**config.mk**
```make
export PLATFORM = sky130hd
export DESIGN_NAME = mem_arbiter_flat
export DESIGN_NICKNAME = d
export VERILOG_FILES = /design/src/rtl/mem_arbiter_pkg.sv /design/src/rtl/mem_arbiter_if.sv /design/src/rtl/mem_arbiter_rr_arb2.sv /design/src/rtl/mem_arbiter.sv /design/src/flat_wrapper.sv
export SDC_FILE = /design/constraint.sdc
export NUM_CORES = 1
export LEC_CHECK = 0
export CORE_MARGIN = 8
export CORE_UTILIZATION = 40
export DETAILED_ROUTE_END_ITERATION = 6
export HOLD_SLACK_MARGIN = 0.06
export PLACE_DENSITY = 0.84
export SETUP_SLACK_MARGIN = 0.4
export SLEW_MARGIN = 25
export SYNTH_ARGS = -nofsm -noshare
export SYNTH_HDL_FRONTEND = slang
export SYNTH_SLANG_ARGS = --single-unit
export TNS_END_PERCENT = 10
```
**constraint.sdc**
```tcl
create_clock -name clk -period 1.9 [get_ports clk]
set_input_delay 0.285 -clock clk [delete_from_list [all_inputs] [get_ports clk]]
set_output_delay 0.285 -clock clk [all_outputs]
set_load 0.03 [all_outputs]
```
**src/rtl/mem_arbiter_pkg.sv**
```systemverilog
// Shared types for the two-port memory arbiter: FSM state and grant encodings,
// default widths and a small helper for the round-robin pick.
package mem_arbiter_pkg;

  localparam int ADDR_WIDTH_DEF = 6;
  localparam int DATA_WIDTH_DEF = 16;

  typedef enum logic [1:0] {
    S_IDLE  = 2'd0,
    S_ISSUE = 2'd1,
    S_DONE  = 2'd2
  } state_t;

  typedef enum logic {
    GNT_F = 1'b0,
    GNT_D = 1'b1
  } grant_t;

  function automatic grant_t other_port(input grant_t g);
    return (g == GNT_F) ? GNT_D : GNT_F;
  endfunction

endpackage

```
**src/rtl/mem_arbiter_if.sv**
```systemverilog
// Requester-side bundle of the arbiter: fetch port F (read-only) and data port D.
// master = the requesters (CPU side), slave = the arbiter.
interface mem_arbiter_if
  import mem_arbiter_pkg::*;
#(
  parameter int ADDR_WIDTH = ADDR_WIDTH_DEF,
  parameter int DATA_WIDTH = DATA_WIDTH_DEF
);

  logic                  f_req;
  logic [ADDR_WIDTH-1:0] f_addr;
  logic                  f_ack;
  logic [DATA_WIDTH-1:0] f_rdata;

  logic                  d_req;
  logic                  d_we;
  logic [ADDR_WIDTH-1:0] d_addr;
  logic [DATA_WIDTH-1:0] d_wdata;
  logic                  d_ack;
  logic [DATA_WIDTH-1:0] d_rdata;

  modport master (
    output f_req, f_addr, d_req, d_we, d_addr, d_wdata,
    input  f_ack, f_rdata, d_ack, d_rdata
  );

  modport slave (
    input  f_req, f_addr, d_req, d_we, d_addr, d_wdata,
    output f_ack, f_rdata, d_ack, d_rdata
  );

endinterface

```
**src/rtl/mem_arbiter_rr_arb2.sv**
```systemverilog
// Combinational two-way round-robin pick. Bit 0 of i_req is port F, bit 1 is port D;
// on a conflict the port that did not win last time is chosen.
module rr_arb2
  import mem_arbiter_pkg::*;
(
  input  logic [1:0] i_req,
  input  grant_t     i_last,
  output grant_t     o_gnt,
  output logic       o_valid
);

  always_comb begin
    o_valid = |i_req;
    o_gnt   = GNT_F;
    if (i_req == 2'b11) begin
      o_gnt = other_port(i_last);
    end else if (i_req[1]) begin
      o_gnt = GNT_D;
    end
  end

endmodule

```
**src/rtl/mem_arbiter.sv**
```systemverilog
// Serialises fetch and data accesses onto one single-port synchronous memory:
// IDLE picks a winner and latches its request, ISSUE drives the memory, DONE captures and acks.
module mem_arbiter
  import mem_arbiter_pkg::*;
#(
  parameter int ADDR_WIDTH = ADDR_WIDTH_DEF,
  parameter int DATA_WIDTH = DATA_WIDTH_DEF
)(
  input  logic                  clk,
  input  logic                  rst_n,
  mem_arbiter_if.slave          bus,
  output logic                  busy,
  output logic                  mem_we,
  output logic [ADDR_WIDTH-1:0] mem_addr,
  output logic [DATA_WIDTH-1:0] mem_data,
  input  logic [DATA_WIDTH-1:0] mem_out
);

  state_t                r_state;
  grant_t                r_grant;
  grant_t                r_last;
  logic                  r_lat_we;
  logic [ADDR_WIDTH-1:0] r_lat_addr;
  logic [DATA_WIDTH-1:0] r_lat_wdata;
  logic                  r_f_ack;
  logic                  r_d_ack;
  logic [DATA_WIDTH-1:0] r_f_rdata;
  logic [DATA_WIDTH-1:0] r_d_rdata;

  logic [1:0]            w_elig;
  grant_t                w_gnt;
  logic                  w_valid;
  logic [ADDR_WIDTH-1:0] w_sel_addr;
  logic                  w_sel_we;
  logic [DATA_WIDTH-1:0] w_sel_wdata;

  // A port whose ack is showing this cycle has just been served and must not be re-granted.
  assign w_elig = {bus.d_req & ~r_d_ack, bus.f_req & ~r_f_ack};

  rr_arb2 u_rr_arb2 (
    .i_req   (w_elig),
    .i_last  (r_last),
    .o_gnt   (w_gnt),
    .o_valid (w_valid)
  );

  // Fetches never write, and leave the previous write data on the bus untouched.
  assign w_sel_addr  = (w_gnt == GNT_D) ? bus.d_addr : bus.f_addr;
  assign w_sel_we    = (w_gnt == GNT_D) & bus.d_we;
  assign w_sel_wdata = (w_gnt == GNT_D) ? bus.d_wdata : r_lat_wdata;

  always_ff @(posedge clk or negedge rst_n) begin
    if (!rst_n) begin
      r_state     <= S_IDLE;
      r_grant     <= GNT_F;
      r_last      <= GNT_D;
      r_lat_we    <= 1'b0;
      r_lat_addr  <= '0;
      r_lat_wdata <= '0;
      r_f_ack     <= 1'b0;
      r_d_ack     <= 1'b0;
      r_f_rdata   <= '0;
      r_d_rdata   <= '0;
    end else begin
      r_f_ack <= 1'b0;
      r_d_ack <= 1'b0;
      case (r_state)
        S_IDLE: begin
          if (w_valid) begin
            r_grant     <= w_gnt;
            r_last      <= w_gnt;
            r_lat_addr  <= w_sel_addr;
            r_lat_we    <= w_sel_we;
            r_lat_wdata <= w_sel_wdata;
            r_state     <= S_ISSUE;
          end
        end
        S_ISSUE: begin
          // The memory has sampled the write on this edge; address stays put for DONE.
          r_lat_we <= 1'b0;
          r_state  <= S_DONE;
        end
        S_DONE: begin
          if (r_grant == GNT_F) begin
            r_f_rdata <= mem_out;
            r_f_ack   <= 1'b1;
          end else begin
            r_d_rdata <= mem_out;
            r_d_ack   <= 1'b1;
          end
          r_state <= S_IDLE;
        end
        default: begin
          r_lat_we <= 1'b0;
          r_state  <= S_IDLE;
        end
      endcase
    end
  end

  assign bus.f_ack   = r_f_ack;
  assign bus.d_ack   = r_d_ack;
  assign bus.f_rdata = r_f_rdata;
  assign bus.d_rdata = r_d_rdata;

  assign busy     = (r_state != S_IDLE);
  assign mem_we   = r_lat_we;
  assign mem_addr = r_lat_addr;
  assign mem_data = r_lat_wdata;

endmodule

```
**src/flat_wrapper.sv**
```systemverilog
// flat-port wrapper written by rule: the top's interface ports become plain ports
module mem_arbiter_flat import mem_arbiter_pkg::*;
#(
  parameter int ADDR_WIDTH = ADDR_WIDTH_DEF,
  parameter int DATA_WIDTH = DATA_WIDTH_DEF
)
  (clk, rst_n, busy, mem_we, mem_addr, mem_data, mem_out, bus_f_req, bus_f_addr, bus_d_req, bus_d_we, bus_d_addr, bus_d_wdata, bus_f_ack, bus_f_rdata, bus_d_ack, bus_d_rdata);
  mem_arbiter_if #(.ADDR_WIDTH(ADDR_WIDTH), .DATA_WIDTH(DATA_WIDTH)) bus_i ();
  input  logic clk;
  input  logic rst_n;
  output logic busy;
  output logic mem_we;
  output logic [ADDR_WIDTH-1:0] mem_addr;
  output logic [DATA_WIDTH-1:0] mem_data;
  input  logic [DATA_WIDTH-1:0] mem_out;
  input wire logic [$bits(bus_i.f_req)-1:0] bus_f_req;
  input wire logic [$bits(bus_i.f_addr)-1:0] bus_f_addr;
  input wire logic [$bits(bus_i.d_req)-1:0] bus_d_req;
  input wire logic [$bits(bus_i.d_we)-1:0] bus_d_we;
  input wire logic [$bits(bus_i.d_addr)-1:0] bus_d_addr;
  input wire logic [$bits(bus_i.d_wdata)-1:0] bus_d_wdata;
  output wire logic [$bits(bus_i.f_ack)-1:0] bus_f_ack;
  output wire logic [$bits(bus_i.f_rdata)-1:0] bus_f_rdata;
  output wire logic [$bits(bus_i.d_ack)-1:0] bus_d_ack;
  output wire logic [$bits(bus_i.d_rdata)-1:0] bus_d_rdata;
  assign bus_i.f_req = bus_f_req;
  assign bus_i.f_addr = bus_f_addr;
  assign bus_i.d_req = bus_d_req;
  assign bus_i.d_we = bus_d_we;
  assign bus_i.d_addr = bus_d_addr;
  assign bus_i.d_wdata = bus_d_wdata;
  assign bus_f_ack = bus_i.f_ack;
  assign bus_f_rdata = bus_i.f_rdata;
  assign bus_d_ack = bus_i.d_ack;
  assign bus_d_rdata = bus_i.d_rdata;
  mem_arbiter #(.ADDR_WIDTH(ADDR_WIDTH), .DATA_WIDTH(DATA_WIDTH)) u_core (.clk(clk), .rst_n(rst_n), .bus(bus_i), .busy(busy), .mem_we(mem_we), .mem_addr(mem_addr), .mem_data(mem_data), .mem_out(mem_out));
endmodule
```
After elaboration in Yosys (flattened, before gate mapping)
Cells that the tools add are included.
W data, S select, Z words.
{"block": "classes", "eq_ne": 4, "n_mux": 12, "bitwise": 7, "reduce_logical": 8}
{"cell": "$mux W1", "count": 8}
{"cell": "$reduce_and A2 Y1", "count": 4}
{"cell": "$mux W6", "count": 1}
{"cell": "$eq A2 B2 Y1 const B", "count": 2}
{"cell": "$not A1 Y1", "count": 4}
{"cell": "$pmux W2 S2", "count": 1}
{"cell": "$and A1 B1 Y1", "count": 3}
{"cell": "$reduce_and A3 Y1", "count": 1}
{"cell": "$eq A2 B1 Y1 const B", "count": 1}
{"cell": "$logic_not A2 Y1", "count": 1}
{"cell": "$mux W2", "count": 1}
{"cell": "$ne A2 B2 Y1 const B", "count": 1}
{"cell": "$pmux W1 S2", "count": 1}
{"cell": "$reduce_bool A2 Y1", "count": 1}
{"cell": "$reduce_or A2 Y1", "count": 1}
{"block": "word_totals", "register_bits": 61, "input_bits": 49, "output_inout_bits": 58, "elab_cells": 41}

Longest topological paths before layout
Gate-level depths: netlist of the first run.
{"block": "logic_depth", "word_depth": 7, "ltp_mapped": 6, "mapped_depth_nobuf": 4}

Cells and area by module
From an unflattened synthesis of the first run, not the netlist that was laid out.
{"block": "hier_totals", "cells_unflattened": 151, "area_unflattened_um2": 2387.3}
{"module": "mem_arbiter", "instances": 1, "cells_each": 149, "area_per_inst_um2": 2373.5, "seq_area_each_um2": 1527.7}
{"module": "rr_arb2", "instances": 1, "cells_each": 2, "area_per_inst_um2": 13.8, "seq_area_each_um2": 0.0}

Worst setup path before layout of the first run
No wires, ideal clock.
{"block": "synth_timing", "path_kind": "register -> register", "start": "register u_core.r_d_ack, in the netlist u_core.bus.d_ack", "end": "register u_core.r_lat_wdata[10], in the netlist u_core.mem_data[10]", "arrival_ns": 1.491, "setup_slack_ns": 0.284, "path_stages_with_launch": 7, "path_buffers": 2, "path_cell_list": "dfrtp_1 > nor2b_4 > a21boi_2 > buf_6 > nand2_8 > buf_8 > mux2_4"}
{"block": "synth_via", "elab_chain_cells": 5, "word_cells_on_any_way": 7, "classes_between": "eq/ne: 1; mux: 2; bitwise: 2; reduce/logical: 2"}
{"element": "from (decl)", "line": "mem_arbiter.sv:26", "rtl": "logic r_d_ack;"}
{"element": "from (signal assigned)", "line": "mem_arbiter.sv:61", "rtl": "r_d_ack <= 1'b0;"}
{"element": "from (signal assigned)", "line": "mem_arbiter.sv:66", "rtl": "r_d_ack <= 1'b0;"}
{"element": "from (signal assigned)", "line": "mem_arbiter.sv:89", "rtl": "r_d_ack <= 1'b1;"}
{"element": "$not A1 Y1 *", "line": "mem_arbiter.sv:38", "rtl": "assign w_elig = {bus.d_req & ~r_d_ack, bus.f_req & ~r_f_ack};"}
{"element": "$and A1 B1 Y1 *", "line": "mem_arbiter.sv:38"}
{"element": "$eq A2 B2 Y1 / $mux W1 (equally long branches)", "line": "mem_arbiter_rr_arb2.sv:15, mem_arbiter_rr_arb2.sv:17"}
{"element": "$mux W1", "line": "mem_arbiter_rr_arb2.sv:15", "rtl": "if (i_req == 2'b11) begin"}
{"element": "$reduce_and A3 Y1 (no source line) *"}
{"element": "to (signal assigned)", "line": "mem_arbiter.sv:74", "rtl": "r_lat_wdata <= w_sel_wdata;"}
{"element": "to (decl)", "line": "mem_arbiter.sv:24", "rtl": "logic [DATA_WIDTH-1:0] r_lat_wdata;"}
Every way passes the cells marked *; elsewhere a longest branch is shown, timed or not.
A chain may end at the register's enable or synchronous reset.

Worst setup path in the final report of the first run
{"block": "layout_timing", "start": "register u_core.r_d_rdata[8], in the netlist u_core.bus.d_rdata[8]", "end": "output bus_d_rdata[8]"}
{"element": "from (decl)", "line": "mem_arbiter.sv:28", "rtl": "logic [DATA_WIDTH-1:0] r_d_rdata;"}
{"element": "from (signal assigned)", "line": "mem_arbiter.sv:88", "rtl": "r_d_rdata <= mem_out;"}
{"element": "to (decl)", "line": "flat_wrapper.sv:25", "rtl": "output wire logic [$bits(bus_i.d_rdata)-1:0] bus_d_rdata;"}
No word-level cell between the ends.

==> results.py, run 1 <==
metrics = {
    "clock_network": {
        "ctsRootBufferMaster": "clkbuf_8",
        "cts_buffer_depth": 2,
        "cts_tree": "built",
        "cts_max_level": 3,
        "cts_buffers": 9,
        "cts.sinks": 61,
        "clkLatencyLatePin_ns": 0.33,
        "clk_pin_slew_worst_paths_ns": 0.07,
    },
    "floorplanning": {
        "die-area_sq_um": 8920,
        "start_util_pct": 41.5,
        "std_cell_rows": 28,
        "num_io_pins": 107,
        "die_w_um": 94.4,
        "die_h_um": 94.4,
        "core_sq_um": 5920,
    },
    "power_and_ir_drop": {
        "powerDensity_nw_per_um2": 1980,
        "power_frac_seq_pct": 30.4,
        "swShare_pct": 39.3,
        "power_mw": 7.71,
        "comb_power_share_pct": 52.1,
        "pwr-share-clk_pct": 17.5,
        "p_leak_nw": 1.87,
        "internal_power_mw": 4.68,
        "p_switching_mw": 3.03,
        "ir_worst_vdd_v": 0.00104,
    },
    "route": {
        "routed_wl_mm": 6.27,
        "wl_per_cell_um": 16.4,
        "drc_errors": 0,
        "viasPerCell": 4.63,
        "drt_first_iter_violations": 42,
        "ant_nets": 0,
        "num_vias": 1772,
        "first_pass_iters": 4,
    },
    "timing": {
        "relSlewSlack_pct": 66.2,
        "setup_tns_ns": 0,
        "max_freq_mhz": 602,
        "min_period_over_period_pct": 87.4,
        "period_minus_slack_ns": 1.66,
        "tightest_slew_ns": 0.504,
        "rsz0062_at_grt": "yes",
        "finalHoldViolCount": 0,
        "setup_violations": 0,
        "final_max_slew_viol_count": 0,
        "finClkSkew_ns": 0.00539,
    },
    "worst_setup_path": {
        "slowest_stage": "clkdlybuf4s50_1",
        "max_stage_delay_ns": 0.69,
        "path_delay_family": "buffers and inverters",
        "critPathCaptureType": "output port",
        "crit_required_ns": 1.62,
        "worstSetupPathType": "flop to output port",
        "worstPathArrival_ns": 1.38,
        "critPathBufInv": 1,
        "crit_fanout": 2,
        "crit_chain": "clkdlybuf4s50_1",
        "start_kind": "flop",
    },
    "synth": {
        "ys_warn_count": 0,
        "syn_nets": 233,
        "syn_avg_cell_area_sq_um": 13.4,
        "ys_types": 26,
        "syn_inst": 184,
        "synth_area_sq_um": 2460,
        "seq_area_frac_synth_pct": 62.1,
        "synth-seq-cells": 61,
    },
    "finish": {
        "n_fill_cell": 467,
        "final_layout_size_suffix_gt1_share_pct": 21.4,
        "finalNetCount": 352,
        "seqCellArea_sq_um": 1530,
        "n_antenna_cell": 0,
        "multiInputGateArea_sq_um": 860,
        "area_growth_pct": 58.0,
    },
    "run": {
        "drv_cap": 0,
    },
    "grt": {
        "grt_max_degree": 62,
        "grt_overflow_total": 0,
        "antenna_found_initial": 0,
        "grt_pass1_vias": 2003,
        "grt_pass1_wl_mm": 10.1,
        "grt_usage_pct": 14.7,
    },
    "placement": {
        "hpwl_mm": 4.57,
        "place_congestion": 0.736,
        "portBuffers": 106,
    },
    "status": {
        "status": "complete, no violations",
    },
    "min_path": {
        "holdCritPathClass": "flop to flop",
    },
}
## final timing paths
path                                                 endpoint                                from  slack [ns]  cells past startpoint
max in group asynchronous           u_core.r_last$_DFFE_PN1P_                               rst_n        1.11                      3
max                                            bus_d_rdata[8]   u_core.bus.d_rdata[8]$_DFFE_PN0P_        0.24                      1
min in group asynchronous      u_core.mem_addr[3]$_DFFE_PN0P_                               rst_n        0.49                      3
max reg2reg                    u_core.mem_addr[5]$_DFFE_PN0P_          u_core.bus.d_ack$_DFF_PN0_        0.37                      5
min                        u_core.bus.d_rdata[13]$_DFFE_PN0P_  u_core.bus.d_rdata[13]$_DFFE_PN0P_        0.47                      2
min reg2reg                u_core.bus.d_rdata[13]$_DFFE_PN0P_  u_core.bus.d_rdata[13]$_DFFE_PN0P_        0.47                      2
## stage by stage
step | instances | util [%] | area (sq um) | hold slack (ns) | worst slack (ns)
finish | 383 | 65.6 | 3890 | 0.473 | 0.240
global route | 383 | 65.6 | 3890 | 0.500 | 0.193
CTS | 383 | 65.3 | 3860 | 0.474 | 0.216
detailed placement | 365 | 61.0 | 3610 | 0.321 | 0.0406
global placement | 365 | 61.0 | 3610 | 0.317 | 0.0822
floorplan | 184 | - | 2460 | -0.0106 | 0.336
## placed cells by master (no fill, tap or decap), types with 2 or more instances in the layout
cell	instances
clkdlybuf4s50_1	89
dfrtp_1	59
nand2_1	48
mux2_4	17
mux2_2	15
clkbuf_8	13
dlymetal6s2s_1	9
nor2_1	7
a21oi_1	7
dlygate4sd2_1	7
mux2i_1	6
buf_4	6
inv_1	3
o21ai_0	3
bufinv_16	2
## logic make-up (layout without fill, tap and decap cells)
family / count (synthesis) / in the layout / share of synthesized area (%)
AOI/OAI and AO/OA: 12 / 12 / 2.80
DFF: 61 / 61 / 62.1
buffers and inverters: 10 / 134 / 3.05
muxes: 38 / 38 / 19.7
and+or+nand+nor: 63 / 63 / 12.4
## routing by layer
layer | vias to the layer above | global-route usage, % | wire length, um
met5 | - | 0 | 0
met4 | 0 | 5.55 | 102
met3 | 8 | 7.62 | 596
met2 | 74 | 24.2 | 3120
met1 | 846 | 15.7 | 2440
li1 | 844 | - | -
## cells in the mapped netlist
cell	instances	area, sq um
nor2_4	1	11.3
dfrtp_1	60	1500
nor2b_1	1	6.26
clkbuf_1	1	3.75
nand3b_2	1	11.3
and2b_2	1	8.76
buf_8	1	15.0
mux2_4	17	255
o21a_1	1	7.51
buf_12	1	20.0
nand2_8	1	20.0
nand2_1	48	180
nor3b_4	1	18.8
a21oi_1	7	35.0
inv_1	3	11.3
dfstp_2	1	26.3
nor2_1	7	26.3
nor2b_4	1	13.8
mux2_2	15	169
mux2i_1	6	60.1
buf_2	2	10.0
buf_6	1	11.3
clkinv_1	1	3.75
a21boi_2	1	11.3
nand3b_1	1	7.51
o21ai_0	3	15.0
## registers in the layout (all words and copies together) (netlist names), 2 cells and up
| register | cells |
|---|---|
| u_core.bus.d_rdata | 16 |
| u_core.bus.f_rdata | 16 |
| u_core.mem_addr | 6 |
| u_core.mem_data | 16 |
| u_core.r_state | 2 |
## power groups by stage
stage / clock, mW / combinational [mW] / sequential, mW
after detailed placement: 0 / 4.11 / 2.38
final: 1.35 / 4.02 / 2.35
after global routing: 1.45 / 4.26 / 2.44
after CTS: 1.40 / 4.10 / 2.36
after global placement: 0 / 4.03 / 2.34
after floorplan: 0 / 1.28 / 3.53
## layout make-up
class,count,share of cell area [%]
repair buffers,114,29.5
clock inverters,3,1.67
flip-flops and latches,61,39.3
well taps,75,2.41
inverters,4,0.386
multi-input cells,113,22.1
clock buffers,13,4.60
## repair_timing
item / in CTS / in global routing
hold buffers: 1 / 0
buffers inserted: 1 / 0
gates resized for setup: 7 / 9
pin swaps: 1 / 0
setup endpoints to repair: 79 / 97
hold endpoints to repair: 60 / 0
## worst reg2reg max path, stage by stage, from the launching register on
cell      delay, ns
dfrtp_2        0.42
nor2b_4        0.13
a21boi_2       0.30
buf_4          0.25
mux2i_1        0.20
a21oi_1        0.09
(Power assumes the default switching activity.)
==> run 2, diff against run 1 <==
--- a/config.mk
+++ b/config.mk
@@ -6,10 +6,11 @@
 export NUM_CORES = 1
 export LEC_CHECK = 0
 export CORE_MARGIN = 8
-export CORE_UTILIZATION = 40
+export CORE_UTILIZATION = 42
+export CTS_CLUSTER_SIZE = 24
 export DETAILED_ROUTE_END_ITERATION = 6
 export HOLD_SLACK_MARGIN = 0.06
-export PLACE_DENSITY = 0.84
+export PLACE_DENSITY = 0.87
 export SETUP_SLACK_MARGIN = 0.4
 export SLEW_MARGIN = 25
 export SYNTH_ARGS = -nofsm -noshare
==> run 2 against run 1 <==
Compared with the run above:
- worst setup slack gained 0.0042 ns
- flip-flop and latch count is the same
- core utilization grew 0.62 points
- worst hold slack is essentially flat
- global-route usage grew 0.60 points
- register-to-register slack gained 0.04 ns
- die area shrank 4.0%
- via count grew 0.56%
- clock power shrank 18%
- sequential power is essentially flat
- non-clock buffer count grew 1
==> results.py, run 2 (synthesized netlist as in run 1, its figures left out) <==
metrics = {
    "clock_network": {
        "cts_buffer_depth": 2,
        "clkLatencyLatePin_ns": 0.32,
        "cts_max_level": 3,
        "ctsRootBufferMaster": "clkbuf_8",
        "clk_pin_slew_worst_paths_ns": 0.07,
        "cts.sinks": 61,
        "cts_tree": "built",
        "cts_buffers": 9,
    },
    "timing": {
        "tightest_slew_ns": 0.514,
        "relSlewSlack_pct": 65.5,
        "hold-worst-slack_ns": 0.473,
        "period_minus_slack_ns": 1.66,
        "rsz0062_at_grt": "yes",
        "setup_tns_ns": 0,
        "min_period_over_period_pct": 87.2,
        "max_freq_mhz": 604,
        "finClkSkew_ns": 0.00660,
        "worst_slack_ns": 0.244,
        "setup_violations": 0,
        "finalHoldViolCount": 0,
        "final_max_slew_viol_count": 0,
    },
    "route": {
        "top_layer": "met4",
        "viasPerCell": 4.64,
        "wl_met3_um": 467,
        "num_vias": 1782,
        "drt_first_iter_violations": 43,
        "wl_per_cell_um": 16.5,
        "routed_wl_mm": 6.33,
        "first_pass_iters": 4,
        "ant_nets": 0,
        "met2_length_mm": 3.25,
        "drc_errors": 0,
        "wl_met1_mm": 2.53,
    },
    "worst_setup_path": {
        "slowest_stage": "clkdlybuf4s50_1",
        "crit_fanout": 2,
        "critPathCaptureType": "output port",
        "worstPathArrival_ns": 1.37,
        "path_delay_family": "buffers and inverters",
        "worstSetupPathType": "flop to output port",
        "critPathBufInv": 1,
        "crit_required_ns": 1.62,
        "crit_chain": "clkdlybuf4s50_1",
        "start_kind": "flop",
        "max_stage_delay_ns": 0.70,
    },
    "floorplanning": {
        "num_io_pins": 107,
        "core_sq_um": 5780,
        "die-area_sq_um": 8560,
        "die_h_um": 92.5,
        "die_w_um": 92.5,
        "std_cell_rows": 28,
        "start_util_pct": 42.6,
    },
    "placement": {
        "place_congestion": 0.723,
        "hpwl_mm": 4.79,
        "dp_slack_ns": 0.0389,
        "portBuffers": 106,
    },
    "status": {
        "status": "complete, no violations",
    },
    "grt": {
        "grt_pass1_wl_mm": 10.3,
        "grt_max_degree": 32,
        "antenna_found_initial": 0,
        "grt_pass1_vias": 1988,
        "grt_usage_pct": 15.3,
        "grt_overflow_total": 0,
    },
    "power_and_ir_drop": {
        "powerDensity_nw_per_um2": 1960,
        "power_mw": 7.51,
        "ir_worst_vdd_v": 0.000968,
        "p_leak_nw": 1.82,
        "swShare_pct": 40.7,
        "pwr-share-clk_pct": 14.8,
        "internal_power_mw": 4.46,
        "power_frac_seq_pct": 31.2,
        "p_switching_mw": 3.05,
        "comb_power_share_pct": 54.0,
    },
    "finish": {
        "area_growth_pct": 55.7,
        "layout_commonest_cell": "clkdlybuf4s50_1",
        "n_antenna_cell": 0,
        "final_cell_mix": "clkdlybuf4s50_1, dfrtp_1, nand2_1",
        "finalNetCount": 353,
        "final_layout_size_suffix_gt1_share_pct": 21.0,
        "n_fill_cell": 440,
    },
    "min_path": {
        "holdCritPathClass": "flop to flop",
    },
    "run": {
        "drv_cap": 0,
    },
}
## run 2: tightest hold or removal path: cells and delay by family (launching register included)
kind	cells	cell delay, ns
flops	1	0.34
simple gates	2	0.10
## run 2: cell type report
class                      instances  area (sq um)  area share (%)
inverter                           4          15.0           0.392
multi-input combinational        113           860            22.4
tap                               75          93.8            2.45
clock inverter                     4          47.5            1.24
timing repair buffer             115          1140            29.8
clock buffer                      12           145            3.79
sequential                        61          1530            39.9
## run 2: what timing repair did
| action | 4_1_cts | 5_1_grt |
|---|---|---|
| setup buffers | 0 | 1 |
| gates resized for setup | 5 | 8 |
| pin swaps | 1 | 1 |
| setup endpoints to repair | 59 | 95 |
| hold endpoints to repair | 60 | 0 |
| hold buffers | 1 | 0 |
## run 2: metal layers
| layer | global-route usage (%) | vias up |
|---|---|---|
| met5 | 0 | - |
| met4 | 6.04 | 0 |
| met3 | 5.83 | 9 |
| met2 | 26.3 | 62 |
| met1 | 16.6 | 865 |
| li1 | - | 846 |
## run 2: final timing paths
check                                                        from                                end  slack, ns  cells past startpoint
worst max-delay path               u_core.mem_data[0]$_DFFE_PN0P_                        mem_data[0]       0.24                      1
worst min-delay path            u_core.bus.d_rdata[2]$_DFFE_PN0P_  u_core.bus.d_rdata[2]$_DFFE_PN0P_       0.47                      2
max in group asynchronous                                   rst_n          u_core.r_last$_DFFE_PN1P_       1.05                      3
worst max register to register      u_core.r_state[0]$_DFFE_PN0P_  u_core.bus.d_rdata[0]$_DFFE_PN0P_       0.41                      4
worst min register to register  u_core.bus.d_rdata[2]$_DFFE_PN0P_  u_core.bus.d_rdata[2]$_DFFE_PN0P_       0.47                      2
min in group asynchronous                                   rst_n     u_core.mem_addr[4]$_DFFE_PN0P_       0.53                      3
## run 2: power groups by stage
stage,Sequential (mW),Clock (mW),Combinational [mW]
floorplan,3.53,0,1.28
global placement,2.34,0,4.04
detailed placement,2.37,0,4.13
CTS,2.36,1.14,4.11
global route,2.43,1.19,4.29
finish,2.35,1.11,4.05
## run 2: metrics by stage
stage / instance area (sq um) / utilization, % / std cells
finish: 3830 / 66.3 / 384
global route: 3830 / 66.3 / 384
CTS: 3800 / 65.8 / 383
detailed placement: 3610 / 62.4 / 366
global placement: 3610 / 62.4 / 366
floorplan: 2460 / - / 184
